## config.mk

```make
export PLATFORM = sky130hd
export DESIGN_NAME = lemmings_dig_ctrl
export DESIGN_NICKNAME = d
export VERILOG_FILES = /design/src/rtl/lemmings_dig_ctrl.sv
export SDC_FILE = /design/constraint.sdc
export NUM_CORES = 1
export LEC_CHECK = 0
export ABC_AREA = 1
export CAP_MARGIN = 15
export CORE_MARGIN = 8
export CORE_UTILIZATION = 30
export CTS_BUF_LIST = sky130_fd_sc_hd__clkbuf_8
export CTS_CLUSTER_DIAMETER = 120
export DETAILED_ROUTE_END_ITERATION = 6
export SYNTH_ARGS = -nofsm -noshare
export SYNTH_HDL_FRONTEND = slang
export SYNTH_SLANG_ARGS = --single-unit
```

## constraint.sdc

```tcl
create_clock -name clk -period 1.4 [get_ports clk]
set_input_delay 0.35 -clock clk [delete_from_list [all_inputs] [get_ports clk]]
set_output_delay 0.35 -clock clk [all_outputs]
set_load 0.01 [all_outputs]
```

## src/rtl/lemmings_dig_ctrl.sv

```systemverilog
// Behaviour controller for one lemming: walk, fall, dig and splat.
// Moore machine; every action output is decoded from the registered state.
// fall_cnt records the length of the current or most recent fall, saturating.
module lemmings_dig_ctrl #(
  parameter int SPLAT_CYCLES = 20,
  parameter int CNT_W        = 5
) (
  input  logic             clk,
  input  logic             rst_n,
  input  logic             bump_left,
  input  logic             bump_right,
  input  logic             ground,
  input  logic             dig,
  output logic             walk_left,
  output logic             walk_right,
  output logic             aaah,
  output logic             digging,
  output logic             splat,
  output logic [CNT_W-1:0] fall_cnt
);

  typedef enum logic [2:0] {
    WALK_L = 3'd0,
    WALK_R = 3'd1,
    FALL_L = 3'd2,
    FALL_R = 3'd3,
    DIG_L  = 3'd4,
    DIG_R  = 3'd5,
    SPLAT  = 3'd6
  } state_t;

  localparam logic [CNT_W-1:0] CNT_MAX   = {CNT_W{1'b1}};
  localparam logic [CNT_W-1:0] SPLAT_LIM = CNT_W'(SPLAT_CYCLES);

  // state is kept as a named signal so checkers can bind to it directly
  state_t           state;
  state_t           state_next;
  logic [CNT_W-1:0] cnt_next;

  logic in_fall;
  logic next_fall;

  // State and fall counter registers; reset returns to walking left
  always_ff @(posedge clk or negedge rst_n) begin
    if (!rst_n) begin
      state    <= WALK_L;
      fall_cnt <= '0;
    end else begin
      state    <= state_next;
      fall_cnt <= cnt_next;
    end
  end

  // Next-state selection; ground is checked first so a fall always wins
  always_comb begin
    state_next = state;
    case (state)
      WALK_L: begin
        if (!ground)        state_next = FALL_L;
        else if (dig)       state_next = DIG_L;
        else if (bump_left) state_next = WALK_R;
      end
      WALK_R: begin
        if (!ground)         state_next = FALL_R;
        else if (dig)        state_next = DIG_R;
        else if (bump_right) state_next = WALK_L;
      end
      DIG_L: begin
        if (!ground) state_next = FALL_L;
      end
      DIG_R: begin
        if (!ground) state_next = FALL_R;
      end
      FALL_L: begin
        if (ground) state_next = (fall_cnt > SPLAT_LIM) ? SPLAT : WALK_L;
      end
      FALL_R: begin
        if (ground) state_next = (fall_cnt > SPLAT_LIM) ? SPLAT : WALK_R;
      end
      SPLAT:   state_next = SPLAT;
      default: state_next = WALK_L;
    endcase
  end

  // Fall counter: load 1 on fall entry, count up while falling, else hold
  always_comb begin
    in_fall   = (state == FALL_L) || (state == FALL_R);
    next_fall = (state_next == FALL_L) || (state_next == FALL_R);
    cnt_next  = fall_cnt;
    if (next_fall && !in_fall) begin
      cnt_next = {{(CNT_W-1){1'b0}}, 1'b1};
    end else if (next_fall && in_fall && (fall_cnt != CNT_MAX)) begin
      cnt_next = fall_cnt + 1'b1;
    end
  end

  // One-hot action outputs decoded from state only
  always_comb begin
    walk_left  = (state == WALK_L);
    walk_right = (state == WALK_R);
    aaah       = (state == FALL_L) || (state == FALL_R);
    digging    = (state == DIG_L) || (state == DIG_R);
    splat      = (state == SPLAT);
  end

endmodule

```

==> results of run 1 <==
## layout by cell type (no fill, tap or decap), drive strengths merged
cell	instances
nand2	32
buf	27
inv	17
nor2	12
dfrtp	8
nand3	6
clkdlybuf4s50	5
dlygate4sd2	5
clkbuf	3
ha	3
o21ai	3
a21oi	2
nand4	2
nor3	2
## flip-flops by register name (all words and copies together) (netlist names)
| signal | flops |
|---|---|
| fall_cnt | 5 |
| state | 3 |
## layer usage
layer	global-route usage (%)	vias up
met5	0	-
met4	2.99	0
met3	3.18	0
met2	20.4	14
met1	11.6	305
li1	-	346
## per-stage QoR
stage	hold WS [ns]	TNS, ns	utilization (%)
after floorplan	0.0544	0	-
after global placement	0.533	-1.03	45.1
after detailed placement	0.524	-1.07	45.1
after CTS	0.431	-0.0532	50.9
after global routing	0.469	-0.592	54.7
final	0.419	-0.0994	54.7
## final timing paths
kind	to	slack, ns
setup / recovery	walk_right	-0.05
hold / removal	fall_cnt[2]$_DFFE_PN0P_	0.42
setup reg to reg	fall_cnt[2]$_DFFE_PN0P_	0
hold reg to reg	fall_cnt[3]$_DFFE_PN0P_	0.52
max in group asynchronous	state[1]$_DFF_PN0_	0.67
min in group clk	fall_cnt[3]$_DFFE_PN0P_	0.52
## logic make-up after synthesis
family	count (synthesis)	synth area share, %
AOI/OAI and AO/OA	5	4.84
and+or+nand+nor	54	42.5
adders and majority gates	3	6.32
buffers and inverters	18	12.6
DFF	8	33.7
## power groups by stage
stage	Combinational (mW)	Sequential, mW	Clock, mW
6_report	1.40	0.412	0.277
5_1_grt	1.53	0.425	0.291
4_1_cts	1.21	0.393	0.281
3_5_place_dp	0.996	0.421	0
3_3_place_gp	0.995	0.420	0
2_1_floorplan	0.515	0.420	0
## timing repair
| action | in CTS | in global routing |
|---|---|---|
| hold endpoints to repair | 0 | 0 |
| setup buffers | 9 | 1 |
| setup endpoints to repair | 13 | 13 |
| resized for setup | 37 | 20 |
| pin swaps | 3 | 6 |
## worst reg2reg max path, stage by stage, from the launching register on
cell and delay [ns]:
dfrtp_1 0.40, ha_2 0.20, inv_2 0.06, nor3_2 0.04
ha_2 0.19, inv_2 0.06, nand3_4 0.09, nand2_4 0.11
inv_4 0.05, nand2_2 0.05, nand2_1 0.05
## layout make-up
class	count	area (um2)
Inverter	17	73.8
Timing Repair Buffer	37	319
Multi-Input combinational cell	62	380
Clock buffer	3	41.3
Fill cell	196	871
Sequential cell	8	203
Tap cell	27	33.8
==> flow_summary.toml, run 1 <==
[status]
status = "complete, but fails checks"
violations = "setup timing"

[detailed_routing]
routed-wl-met3_um = 119
avgRoutedWirePerCell_um = 12.2
highest_layer = "met3"
drc_errors = 0
first_pass_iters = 2
wl_met2_um = 1010
via_count = 665
drtIter0Drc = 5
vias_per_cell = 4.32
wirelength_um = 1880
met1_length_um = 752
ant_nets = 0

[power]
ir_worst_vdd_v = 0.00101
comb_power_share_pct = 67.0
p_per_area_nw_per_um2 = 1990
p_int_mw = 1.21
power.switching_mw = 0.880
p_clk_share_pct = 13.3
swShare_pct = 42.1
pwr-share-seq_pct = 19.7
power_mw = 2.09
leakage_nw = 0.564

[synth]
seq_area_frac_synth_pct = 33.7
synthTopCellsByArea = "dfrtp_1, nand2_1, inv_1"
syn_inst = 88
ys_ff_latch = 8
syn_area_um2 = 594
yosysTopAreaCellShare_pct = 33.7
ys.warnings.count = 0
post-synth-top-count-cell = "nand2_1"
ys_top_cells_by_count = "nand2_1, inv_1, nor2_1, dfrtp_1, nand3_1"
synth_ff_type = "dfrtp_1"
syn_nets = 97
synth_cell_types = 19
yosys.area.top_type = "dfrtp_1"
avgSynthCellArea_um2 = 6.75
async_flop_share_pct = 100
synth_edf_count = 0

[clock_network]
clk_latency_ns = 0.23
cts_hold_buffers = 0
cts_max_path_buffers = 2
root_buffer = "clkbuf_8"
cts_htree_levels = 1
clkTransAtPathRegs_ns = 0.04
numCtsBuffers = 3
cts_tree = "built"
cts_num_sinks = 8

[grt]
grt_max_degree = 9
grt_use_total_pct = 11.0
first_global_vias = 725
antenna_found_initial = 0
grt-ovfl-total = 0
grt_pass1_wl_um = 3070

[cells_and_area]
fin_nets = 138
final_cell_area_um2 = 1050
layout.cells.non_filler = 154
drive_gt1_share_pct = 46.5
syn_to_final_growth_pct = 76.8
num_antenna_cells = 0

[sta]
fin_crit_sh_pct = 103
period_minus_slack_ns = 1.45
setup_slack_ns = -0.0453
max_freq_mhz = 692
rsz0062_at_grt = "yes"
worstMarginPinSlew_ns = 0.398
maxSlewHeadroom_pct = 73.4
drv_slew = 0
finalSetupViolCount = 3
skew_ns = 0.00152
hold_violations = 0

[setup_path]
startpoint_type = "flip-flop"
path_cells = "buf_6, nor3_4, buf_2"
worstPathMaxFanout = 3
critical_path_class = "reg2out"
crit_family = "flip-flops"
reg2regPathDepth = 10
slowest_delay_ns = 0.43
cp.depth = 3
path_buf_inv = 2
cp-startpoint = "state[2]$_DFF_PN0_"
worstPathArrival_ns = 1.10
crit_path_top_delay_cell = "dfrtp_2"
required_ns = 1.05
worstSetupEndpointType = "output port"
r2r_start = "fall_cnt[1]$_DFFE_PN0P_"

[place]
place_inst = 141
placed_area_um2 = 867
numPortBuffers = 15
dp_hpwl_um = 1180
gp_congestion = 0.762
place_ws_ns = -0.202

[die]
rows = 16
ioPinCount = 16
core_um2 = 1920
die_x_um = 60.5
die_area_um2 = 3660
die_h_um = 60.5
initial_core_util_pct = 30.9

[min_path]
hold_path.class = "in2async"

[run]
maxCapViolCount = 0
(Power assumes the default switching activity.)
==> run 2, diff against run 1 <==
--- a/config.mk
+++ b/config.mk
@@ -12,6 +12,7 @@
 export CTS_BUF_LIST = sky130_fd_sc_hd__clkbuf_8
 export CTS_CLUSTER_DIAMETER = 120
 export DETAILED_ROUTE_END_ITERATION = 6
+export GPL_TIMING_DRIVEN = 0
 export SYNTH_ARGS = -nofsm -noshare
 export SYNTH_HDL_FRONTEND = slang
 export SYNTH_SLANG_ARGS = --single-unit
==> flow_summary.toml, run 2 (synthesis results as in run 1) <==
[status]
status = "complete, but fails checks"
violations = "setup timing"

[place]
numPortBuffers = 15
gp_congestion = 0.779
place_inst = 130
dp_hpwl_um = 1130

[cells_and_area]
final_common_cell = "nand2_1"
final_cell_mix = "nand2_1, inv_1, nor2_1, buf_4"
fin_nets = 125
top_regs = "fall_cnt: 5 flops, state: 3 flops"
largest_register_ffs = 5
fillerInstances = 199
top_register = "fall_cnt"
drive_gt1_share_pct = 36.8
layout.cells.non_filler = 141
num_antenna_cells = 0
syn_to_final_growth_pct = 51.2

[detailed_routing]
first_pass_iters = 4
ant_nets = 0
drc_errors = 0
avgRoutedWirePerCell_um = 10.6
drtIter0Drc = 5
vias_per_cell = 4.30
wirelength_um = 1490
via_count = 607

[setup_path]
critical_path_class = "reg2out"
slowest_delay_ns = 0.36
startpoint_type = "flip-flop"
path_buf_inv = 3
reg2regPathDepth = 10
crit_path_top_delay_cell = "dfrtp_1"
r2r_slack_ns = 0.01
worstSetupEndpointType = "output port"
required_ns = 1.05
worstPathArrival_ns = 1.10
r2r_start = "fall_cnt[0]$_DFFE_PN0P_"
crit_family = "buffers and inverters"
reg2reg_to = "fall_cnt[4]$_DFFE_PN0P_"
worstPathMaxFanout = 8
path_cells = "buf_6, nand2_2, inv_2, clkdlybuf4s15_2"

[sta]
max_freq_mhz = 690
rsz0062_at_grt = "yes"
finalSetupViolCount = 3
period_minus_slack_ns = 1.45
skew_ns = 0.00260
worstMarginPinSlew_ns = 0.380
drv_slew = 0
setup_slack_ns = -0.0497
hold_violations = 0
holdWs_ns = 0.411
maxSlewHeadroom_pct = 74.6
fin_crit_sh_pct = 104

[clock_network]
clk_latency_ns = 0.23
numCtsBuffers = 3
root_buffer = "clkbuf_8"
cts_max_path_buffers = 2
clkTransAtPathRegs_ns = 0.04
cts_num_sinks = 8
cts_htree_levels = 1
cts_tree = "built"

[die]
ioPinCount = 16
die_x_um = 60.5
die_area_um2 = 3660
initial_core_util_pct = 30.9
die_h_um = 60.5
rows = 16
core_um2 = 1920

[run]
maxCapViolCount = 0

[grt]
grt_use_total_pct = 8.77
grt_pass1_wl_um = 2460
grt-ovfl-total = 0
antenna_found_initial = 0
first_global_vias = 594
grt_max_degree = 9

[power]
p_per_area_nw_per_um2 = 1890
leakage_nw = 0.474
ir_worst_vdd_v = 0.000936

[min_path]
hold_path.class = "in2async"
[run 2: cell count changes in the layout (fill, tap and decap cells not counted), moves of 2 or more]
cell and change:
buf_4 -8, buf_6 -6, nand2_4 -3, clkdlybuf4s15_1 +2, dlygate4sd2_1 -2, inv_1 +2, nand2_1 +2
[run 2: worst reg2reg max path, stage by stage (launching register included)]
cell,delay [ns]
dfrtp_1,0.40
ha_2,0.20
inv_2,0.06
nor3_2,0.03
ha_2,0.17
inv_2,0.06
nand3_4,0.10
nand2_4,0.11
inv_4,0.05
nand2_2,0.05
nand2_1,0.05
[run 2: stage by stage]
step	instance area, um2	setup TNS [ns]	total power [mW]	util [%]	setup WS [ns]
6_report	898	-0.0885	1.70	46.7	-0.0497
5_1_grt	898	-0.643	1.84	46.7	-0.0993
4_1_cts	852	-0.118	1.61	44.3	-0.113
3_5_place_dp	788	-1.22	1.29	41.0	-0.235
3_3_place_gp	788	-1.19	1.27	41.0	-0.230
2_1_floorplan	604	0	0.935	-	0.00706
[run 2: worst max-delay path by stage]
| stage | start | endpoint | slack [ns] | depth (start not counted) |
|---|---|---|---|---|
| global placement | state[2]$_DFF_PN0_ | aaah | -0.23 | 4 |
| finish | state[1]$_DFF_PN0_ | aaah | -0.05 | 4 |
| detailed placement | state[2]$_DFF_PN0_ | aaah | -0.24 | 4 |
| floorplan | fall_cnt[0]$_DFFE_PN0P_ | fall_cnt[3]$_DFFE_PN0P_ | 0.007 | 9 |
| CTS | state[2]$_DFF_PN0_ | aaah | -0.11 | 4 |
| global route | state[2]$_DFF_PN0_ | aaah | -0.1 | 4 |
[run 2: report_power, final]
part	switching, mW	internal [mW]	total, mW
Sequential	0.0831	0.321	0.404
Combinational	0.552	0.469	1.02
Clock	0.0854	0.186	0.271
Total	0.721	0.976	1.70
[run 2: final cells by class]
cell class | instances | area (um2) | share of cell area [%]
Tap cell | 27 | 33.8 | 3.76
Inverter | 17 | 66.3 | 7.38
Buffer | 1 | 11.3 | 1.25
Clock buffer | 3 | 41.3 | 4.60
Multi-Input combinational cell | 62 | 349 | 38.9
Sequential cell | 8 | 203 | 22.6
Timing Repair Buffer | 23 | 194 | 21.6
[run 2: layer usage]
| metal | global-route usage (%) | part of all wire [%] |
|---|---|---|
| met4 | 3.99 | 1.3 |
| met2 | 14.3 | 46 |
| met3 | 3.18 | 6.9 |
| met1 | 9.96 | 45 |
| met5 | 0 | 0 |
[run 2: what timing repair did]
action / CTS / global route
pin swaps: 1 / 3
hold buffers: 0 / 0
buffers inserted: 5 / 3
gates cloned: 0 / 0
endpoints found under the setup margin: 15 / 11
gates resized for setup: 31 / 8
==> run 3, diff against run 2 <==
--- a/config.mk
+++ b/config.mk
@@ -8,11 +8,11 @@
 export ABC_AREA = 1
 export CAP_MARGIN = 15
 export CORE_MARGIN = 8
-export CORE_UTILIZATION = 30
-export CTS_BUF_LIST = sky130_fd_sc_hd__clkbuf_8
+export CORE_UTILIZATION = 41
 export CTS_CLUSTER_DIAMETER = 120
 export DETAILED_ROUTE_END_ITERATION = 6
 export GPL_TIMING_DRIVEN = 0
+export PLACE_DENSITY = 0.72
 export SYNTH_ARGS = -nofsm -noshare
 export SYNTH_HDL_FRONTEND = slang
 export SYNTH_SLANG_ARGS = --single-unit
==> constraint.sdc (replaced) <==
create_clock -name clk -period 1.4 [get_ports clk]
set_input_delay 0.28 -clock clk [delete_from_list [all_inputs] [get_ports clk]]
set_output_delay 0.28 -clock clk [all_outputs]
set_load 0.01 [all_outputs]
==> flow_summary.toml, run 3 (synthesis results as in run 1) <==
[cells_and_area]
regArea_um2 = 204
fin_nets = 125
syn_to_final_growth_pct = 47.8
drive_gt1_share_pct = 38.6
fillerInstances = 139
layout.cells.non_filler = 129
final_util_pct = 65.9
final_common_cell = "nand2_1"
top_register = "fall_cnt"
top_regs = "fall_cnt: 5 flops, state: 3 flops"
largest_register_ffs = 5
final_cell_area_um2 = 878
multi_input_area_um2 = 364
final_cell_mix = "nand2_1, inv_1, nor2_1"
num_antenna_cells = 0

[status]
status = "finished, final reports clean"

[run]
maxCapViolCount = 0

[power]
power.switching_mw = 0.751
leakage_nw = 0.477
pwr-share-seq_pct = 25.8
comb_power_share_pct = 63.6
p_clk_share_pct = 10.6
power_mw = 1.64
p_per_area_nw_per_um2 = 1870
ir_worst_vdd_v = 0.000976
swShare_pct = 45.6
p_int_mw = 0.894

[setup_path]
required_ns = 1.12
critical_path_class = "reg2out"
worstSetupEndpointType = "output port"
r2r_slack_ns = 0.01
worstPathMaxFanout = 5
reg2regPathDepth = 10
reg2reg_to = "fall_cnt[4]$_DFFE_PN0P_"
startpoint_type = "flip-flop"
r2r_start = "fall_cnt[0]$_DFFE_PN0P_"
worstPathArrival_ns = 1.12

[die]
die_x_um = 54.1
die_area_um2 = 2920
initial_core_util_pct = 44.6
die_h_um = 54.1
ioPinCount = 16
core_um2 = 1330
rows = 13

[detailed_routing]
wirelength_um = 1570
avgRoutedWirePerCell_um = 12.2
via_count = 606
drtIter0Drc = 2
vias_per_cell = 4.70
drc_errors = 0
ant_nets = 0
first_pass_iters = 3

[sta]
drv_slew = 0
finalSetupViolCount = 0
maxSlewHeadroom_pct = 74.8
fin_crit_sh_pct = 99.8
skew_ns = 0.00106
finalSetupTns_ns = 0
max_freq_mhz = 715
holdWs_ns = 0.307
setup_slack_ns = 0.00229
period_minus_slack_ns = 1.40
rsz0062_at_grt = "yes"
worstMarginPinSlew_ns = 0.376
hold_violations = 0

[place]
dp_hpwl_um = 1100
gp_congestion = 0.803
place_inst = 118
numPortBuffers = 15
place_ws_ns = -0.167
placed_area_um2 = 773

[grt]
grt_max_degree = 10
antenna_found_initial = 0
first_global_vias = 498
grt-ovfl-total = 0
grt_pass1_wl_um = 2180
grt_use_total_pct = 10.3

[clock_network]
cts_num_sinks = 8
root_buffer = "clkbuf_4"
cts_hold_buffers = 0
numCtsBuffers = 3
cts_max_path_buffers = 2
clk_latency_ns = 0.26
cts_htree_levels = 1
cts_tree = "built"
clkTransAtPathRegs_ns = 0.05

[min_path]
hold_path.class = "in2async"
==> run 3: power by group through the flow <==
stage          Combinational [mW]  Sequential, mW  Clock, mW
2_1_floorplan               0.515           0.420          0
3_3_place_gp                0.842           0.417          0
3_5_place_dp                0.850           0.421          0
4_1_cts                     0.856           0.405      0.185
5_1_grt                      1.16           0.436      0.193
6_report                     1.05           0.425      0.174
==> run 3: final cells by class <==
| cell class | instances | share of cell area [%] |
|---|---|---|
| tap | 15 | 2.14 |
| inverter | 17 | 7.83 |
| timing repair buffer | 23 | 21.5 |
| buffer | 1 | 1.28 |
| clock buffer | 3 | 2.56 |
| sequential | 8 | 23.2 |
| multi-input combinational | 62 | 41.5 |
==> run 3: worst max-delay path by stage <==
stage,endpoint,slack (ns),from
global placement,aaah,-0.17,state[2]$_DFF_PN0_
floorplan,fall_cnt[3]$_DFFE_PN0P_,0.007,fall_cnt[0]$_DFFE_PN0P_
detailed placement,walk_right,-0.17,state[1]$_DFF_PN0_
global route,fall_cnt[4]$_DFFE_PN0P_,-0.07,fall_cnt[0]$_DFFE_PN0P_
CTS,digging,0.005,state[1]$_DFF_PN0_
finish,walk_right,0.002,state[1]$_DFF_PN0_
==> run 3: repair_timing <==
item / in CTS / in global routing
buffers inserted: 3 / 4
gates cloned: 0 / 1
setup endpoints to repair: 15 / 10
resized for setup: 29 / 16
pin swaps: 0 / 7
==> run 3: worst max-delay path, stage by stage, from the launching register on <==
cell,delay [ns]
dfrtp_1,0.38
buf_6,0.14
nor3_2,0.18
buf_2,0.16
==> run 3: per-layer routing <==
layer,wire length (um),global-route usage (%),share of wire [%]
met5,0,0,0
met4,23,2.46,1.5
met3,83,5.79,5.3
met2,775,15.3,49
met1,686,12.9,44
